<file path="src/rtl/mu0_mem_arbiter.sv">
// Two-port arbiter for the single-port MU0 RAM: port 0 is the CPU, port 1 the loader/debug port.
// Each access is an issue (ACCESS) cycle followed by an ack (RESP) cycle that also re-arbitrates.
module mu0_mem_arbiter #(
  parameter int unsigned ADDR_W     = 12,
  parameter int unsigned DATA_W     = 16,
  parameter bit          FIXED_PRIO = 1'b0
) (
  input  logic              clk,
  input  logic              rst_n,

  input  logic              p0_req,
  input  logic              p0_write,
  input  logic              p0_lock,
  input  logic [ADDR_W-1:0] p0_addr,
  input  logic [DATA_W-1:0] p0_wdata,
  output logic              p0_ack,
  output logic [DATA_W-1:0] p0_rdata,

  input  logic              p1_req,
  input  logic              p1_write,
  input  logic              p1_lock,
  input  logic [ADDR_W-1:0] p1_addr,
  input  logic [DATA_W-1:0] p1_wdata,
  output logic              p1_ack,
  output logic [DATA_W-1:0] p1_rdata,

  output logic [ADDR_W-1:0] mem_address,
  output logic              mem_write,
  output logic              mem_read,
  output logic [DATA_W-1:0] mem_writedata,
  input  logic [DATA_W-1:0] mem_readdata,

  output logic              busy
);

  typedef enum logic [1:0] {
    StIdle   = 2'd0,
    StAccess = 2'd1,
    StResp   = 2'd2
  } state_e;

  state_e              state_q;
  logic                last_grant_q;
  logic                gnt_port_q;
  logic                lock_valid_q;
  logic                lock_port_q;
  logic                ack0_q;
  logic                ack1_q;
  logic [DATA_W-1:0]   rdata0_q;
  logic [DATA_W-1:0]   rdata1_q;
  logic [ADDR_W-1:0]   mem_address_q;
  logic                mem_write_q;
  logic                mem_read_q;
  logic [DATA_W-1:0]   mem_writedata_q;

  logic                decide;
  logic                elig0;
  logic                elig1;
  logic                grant_valid;
  logic                grant_port;
  logic                lock_clear;
  logic                owner_lock;
  logic                owner_req;
  logic [ADDR_W-1:0]   g_addr;
  logic                g_write;
  logic                g_lock;
  logic [DATA_W-1:0]   g_wdata;

  // Arbitration decision, evaluated in IDLE and in RESP.
  always_comb begin
    decide      = (state_q == StIdle) || (state_q == StResp);
    elig0       = p0_req && !((state_q == StResp) && (gnt_port_q == 1'b0));
    elig1       = p1_req && !((state_q == StResp) && (gnt_port_q == 1'b1));
    if (lock_valid_q) begin
      if (lock_port_q) begin
        elig0 = 1'b0;
      end else begin
        elig1 = 1'b0;
      end
    end
    grant_valid = decide && (elig0 || elig1);
    if (elig0 && elig1) begin
      grant_port = FIXED_PRIO ? 1'b0 : ~last_grant_q;
    end else begin
      grant_port = elig1;
    end
    g_addr     = grant_port ? p1_addr  : p0_addr;
    g_write    = grant_port ? p1_write : p0_write;
    g_lock     = grant_port ? p1_lock  : p0_lock;
    g_wdata    = grant_port ? p1_wdata : p0_wdata;
    owner_lock = lock_port_q ? p1_lock : p0_lock;
    owner_req  = lock_port_q ? p1_req  : p0_req;
    lock_clear = decide && lock_valid_q && !owner_lock && !owner_req;
  end

  always_ff @(posedge clk) begin
    if (!rst_n) begin
      state_q         <= StIdle;
      last_grant_q    <= 1'b1;
      gnt_port_q      <= 1'b0;
      lock_valid_q    <= 1'b0;
      lock_port_q     <= 1'b0;
      ack0_q          <= 1'b0;
      ack1_q          <= 1'b0;
      rdata0_q        <= '0;
      rdata1_q        <= '0;
      mem_address_q   <= '0;
      mem_write_q     <= 1'b0;
      mem_read_q      <= 1'b0;
      mem_writedata_q <= '0;
    end else begin
      ack0_q          <= 1'b0;
      ack1_q          <= 1'b0;
      mem_address_q   <= '0;
      mem_write_q     <= 1'b0;
      mem_read_q      <= 1'b0;
      mem_writedata_q <= '0;
      unique case (state_q)
        StIdle, StResp: begin
          if (grant_valid) begin
            state_q         <= StAccess;
            gnt_port_q      <= grant_port;
            last_grant_q    <= grant_port;
            lock_valid_q    <= g_lock;
            lock_port_q     <= grant_port;
            mem_address_q   <= g_addr;
            mem_write_q     <= g_write;
            mem_read_q      <= !g_write;
            mem_writedata_q <= g_wdata;
          end else begin
            state_q <= StIdle;
            if (lock_clear) begin
              lock_valid_q <= 1'b0;
            end
          end
        end
        StAccess: begin
          state_q <= StResp;
          if (gnt_port_q) begin
            ack1_q <= 1'b1;
            if (mem_read_q) begin
              rdata1_q <= mem_readdata;
            end
          end else begin
            ack0_q <= 1'b1;
            if (mem_read_q) begin
              rdata0_q <= mem_readdata;
            end
          end
        end
        default: state_q <= StIdle;
      endcase
    end
  end

  // Strobes are gated by rst_n so a reset during ACCESS suppresses the RAM write at that edge.
  assign mem_write     = mem_write_q & rst_n;
  assign mem_read      = mem_read_q & rst_n;
  assign mem_address   = mem_address_q;
  assign mem_writedata = mem_writedata_q;
  assign p0_ack        = ack0_q;
  assign p1_ack        = ack1_q;
  assign p0_rdata      = rdata0_q;
  assign p1_rdata      = rdata1_q;
  assign busy          = (state_q == StAccess) || (state_q == StResp);

endmodule

</file>
<file path="config.mk">
export PLATFORM = sky130hd
export DESIGN_NAME = mu0_mem_arbiter
export DESIGN_NICKNAME = d
export VERILOG_FILES = /design/src/rtl/mu0_mem_arbiter.sv
export SDC_FILE = /design/constraint.sdc
export NUM_CORES = 1
export LEC_CHECK = 0
export ABC_AREA = 1
export BUFFER_PORTS_ARGS = -buffer_cell sky130_fd_sc_hd__buf_2
export CAP_MARGIN = 20
export CORE_MARGIN = 4
export CORE_UTILIZATION = 47
export CTS_CLUSTER_DIAMETER = 30
export DETAILED_ROUTE_END_ITERATION = 7
export GPL_TIMING_DRIVEN = 0
export HOLD_SLACK_MARGIN = 0.08
export PLACE_DENSITY = 0.84
export SETUP_SLACK_MARGIN = 0.5
export SLEW_MARGIN = 20
export SYNTH_ARGS = -nofsm -noshare
export SYNTH_HDL_FRONTEND = slang
export SYNTH_SLANG_ARGS = --single-unit
export TNS_END_PERCENT = 30
</file>
<file path="constraint.sdc">
create_clock -name clk -period 3.6 [get_ports clk]
set_input_delay 0.54 -clock clk [delete_from_list [all_inputs] [get_ports clk]]
set_output_delay 0.54 -clock clk [all_outputs]
set_load 0.01 [all_outputs]
</file>
-- After elaboration in Yosys (flattened, before gate mapping)
Cells that the tools add are included.
Widths: inputs -> output; s select.
- register bits: 69
- input port bits: 80
- output and inout bits: 65
- word-level logic and storage cells: 61
- equality and inequality tests: 2
- mux-type cells: 17
- bitwise operators: 4
- reductions and logical operators: 26
- operators with widths (kind ; number):
    $mux 16 ; 1
    $mux 1 ; 14
    $mux 12 ; 1
    $logic_and 1x1->1 ; 9
    $reduce_and 3->1 ; 3
    $reduce_and 2->1 ; 3
    $logic_not 1->1 ; 5
    $pmux 2 s2 ; 1
    $logic_or 1x1->1 ; 3
    $and 1x1->1 ; 2
    $eq 2x1->1 const B ; 1
    $eq 2x2->1 const B ; 1
    $logic_not 2->1 ; 1
    $not 1->1 ; 2
    $reduce_bool 2->1 ; 1
    $reduce_or 2->1 ; 1

-- Longest topological paths before layout
- depth after elaboration: 10
- gate-level depth with buffers: 11
- gate-level depth less buffers: 10

-- Least setup slack after synthesis
Ideal clock, no wire load.
- path type: in2out
- start: in rst_n
- end: out mem_write
- arrival: 0.911 ns
- data required time: 3.060 ns
- setup slack: 2.149 ns
- stages: 3
- path buffers: 1
- cell sequence: clkbuf_1 nand2_1 inv_1
- longest elaborated chain between the ends: 1
- ends and longest elaborated chain (item ; line ; RTL):
    start, declared ; 9 ; input logic rst_n,
    $and 1x1->1 ; 157 ; assign mem_write = mem_write_q & rst_n;
    end, declared ; 28 ; output logic mem_write,
Every way passes these cells.

-- Final worst setup path
- start: in rst_n
- end: out mem_read
- longest elaborated chain between the ends: 1
- ends and longest elaborated chain (item ; line ; RTL):
    $and 1x1->1 ; 158 ; assign mem_read = mem_read_q & rst_n;
    end, declared ; 29 ; output logic mem_read,
Every way passes these cells.

==> run metrics <==
Detailed Routing Iterations Pass 1 4; Initial Utilization about 48%; largest net degree at the start of global routing 12; Detailed Place HPWL about 5300 um; Root Buffer clkbuf_8; worst path cell trace buf_2 -> clkbuf_1 -> nand2_1 -> inv_1 -> buf_2; global placer's final weighted congestion between 0.7 and 0.8; clk slew on worst S/H paths roughly 0.070 ns; clock buffers created by TritonCTS 9; ANT nets after route 0; Slew headroom 73.7%; sequential-to-total area share from yosys stat around half; clock skew ~0.0078 ns; Hold Fails Final Rpt 0; initial antenna violation count 0; routed vias 2602; RSZ-0062 raised after global routing false; chip width ~83 um; syn avg cell area ~8.2 um^2; # setup viols final 0; fmax around 550 MHz; Distinct cells, synth 23; all-layer global routing usage 18.9%; syn_nets ~410; Chip Height between 80 and 90 um; number of synthesis warnings 0; clock latency on the worst-skew pair 0.33 ns; die footprint between 6000 and 7000 um^2; PwrDens 497 nW/um^2; vias in the first global route 2482; core area 5510 um^2; post_cts resized 0; Slew Limit Fails 0; Max Root-Sink Buffers 2; fin crit share 50.4%; H-Tree Depth 3; port bufs 144; synthesized area 2660 um^2; Rows 27; first-pass GRT wire length around 11000 um; CTS Hold Bufs 0; critical path's most frequent cell buf_2; Worst path max stage delay 0.33 ns; DR vias/cell between 4 and 5; slowest CP cell clkbuf_1; Peak VDD IR between 200 and 300 uV; Routed WL per cell about 12 um; Post-Synthesis Cells roughly 330; number of clock sinks just under 70; Req. time, crit path between 3 and 4 ns; fin crit period 1.82 ns; I/O pins between 100 and 150; type of the worst setup path in2out; 1st-iter DRT viols 68; # Post-CTS Setup Buffers 0; Core Util, Final approximately two thirds; arrival time worst endpoint around 1.3 ns; Area Overhead vs Synth 37.9%; final wirelength about 6700 um; post-synthesis register bit count 69; Filler cells 473; ratio of cells with drive above 1 in the final layout between 40% and 50%; CTS tree built; worst slew pin tran about 0.39 ns; # DRC 0; Pleak 1.88 nW; Final TNS setup 0 ns; fin nets 563; startpoint type of the worst setup path primary input; number of diodes 0; grt total ovfl 0; status finished clean; Max Cap Viol 0; Crit. End Element output pin; Worst Path Max Fanout 10; worst hold path class reg2reg
-- path summary, 6_finish.rpt --
path | startpoint | slack [ns] | to | cells after the start
setup reg to reg | state_q[1] | 1.96 | p0_rdata[7] | 8
setup / recovery | rst_n | 1.78 | mem_read | 5
hold reg to reg | p1_rdata[10] | 0.44 | p1_rdata[10] | 2
hold / removal | p1_rdata[10] | 0.44 | p1_rdata[10] | 2
-- cell usage after synthesis (all sizes together) --
cell / n / share of area [%]
nor2: 43 / 6.1
a21oi: 46 / 11
clkbuf: 7 / 0.99
inv: 26 / 3.7
o21ai: 33 / 6.2
nand3: 5 / 1.1
ha: 3 / 1.4
nand2: 78 / 12
dfxtp: 69 / 52
buf: 11 / 3.9
a21boi: 2 / 0.56
clkinv: 1 / 0.19
nand4: 1 / 0.47
-- placed cells by master, fill, tap and decap left out, drive strengths merged --
| cell type | n |
|---|---|
| ha | 3 |
| buf | 155 |
| dfxtp | 69 |
| o21ai | 33 |
| nand4 | 1 |
| a21oi | 46 |
| clkbuf | 18 |
| clkinvlp | 1 |
| clkinv | 3 |
| nand3 | 5 |
| nand2 | 78 |
| bufinv | 1 |
| a21boi | 2 |
| inv | 26 |
| nor2 | 43 |
-- worst max-delay path: cells and delay by family --
kind | cells | cell delay, ns
buffers and inverters | 4 | 0.65
and+or+nand+nor | 1 | 0.09
-- layer usage --
layer | share of wire, % | up-vias | wire length (um) | GRT usage (%)
met1 | 40 | 1120 | 2660 | 20.0
met5 | 0 | - | 0 | 0
met2 | 45 | 130 | 2970 | 31.6
met4 | 1.8 | 0 | 121 | 9.36
met3 | 14 | 11 | 906 | 8.83
li1 | - | 1341 | - | -
-- area by class of cell --
cell class	count	area (um^2)	area share (%)
plain buffers	18	131	3.58
clock buffers	11	151	4.12
clock inverters	4	47.5	1.29
inverters	27	103	2.79
multi-input cells	211	1050	28.5
flip-flops and latches	69	1380	37.6
well taps	72	90.1	2.45
repair buffers	144	721	19.6
-- cells by family after synthesis --
logic type	count (synthesis)	share of synthesized area (%)
and+or+nand+nor	127	19.9
AOI/OAI and AO/OA	81	18.1
DFF	69	51.9
buffers and inverters	45	8.78
adders and majority gates	3	1.41
-- report_power, final --
part	internal (mW)	leakage, nW	switching (mW)
clock	0.352	0.101	0.272
sequential	0.820	0.562	0.0213
combinational	0.152	1.22	0.209
total	1.32	1.88	0.503
-- registers in the layout (all words and copies together) (netlist names) --
signal         cells
mem_address       12
mem_write_q        1
mem_read_q         1
state_q            2
p0_rdata          16
last_grant_q       1
lock_port_q        1
lock_valid_q       1
p0_ack             1
p1_ack             1
p1_rdata          16
mem_writedata     16
-- per-stage QoR --
| stage | cells | instance area, um^2 | total power, mW | hold slack (ns) | setup WS, ns |
|---|---|---|---|---|---|
| floorplan | 325 | 2660 | 1.09 | 0.461 | 2.15 |
| finish | 556 | 3670 | 1.83 | 0.443 | 1.78 |
| CTS | 556 | 3670 | 1.86 | 0.424 | 1.78 |
| detailed placement | 541 | 3470 | 1.22 | 0.435 | 1.78 |
| global route | 556 | 3670 | 1.92 | 0.429 | 1.66 |
| global placement | 541 | 3470 | 1.21 | 0.428 | 1.78 |
Power figures use the tool's default switching activity.
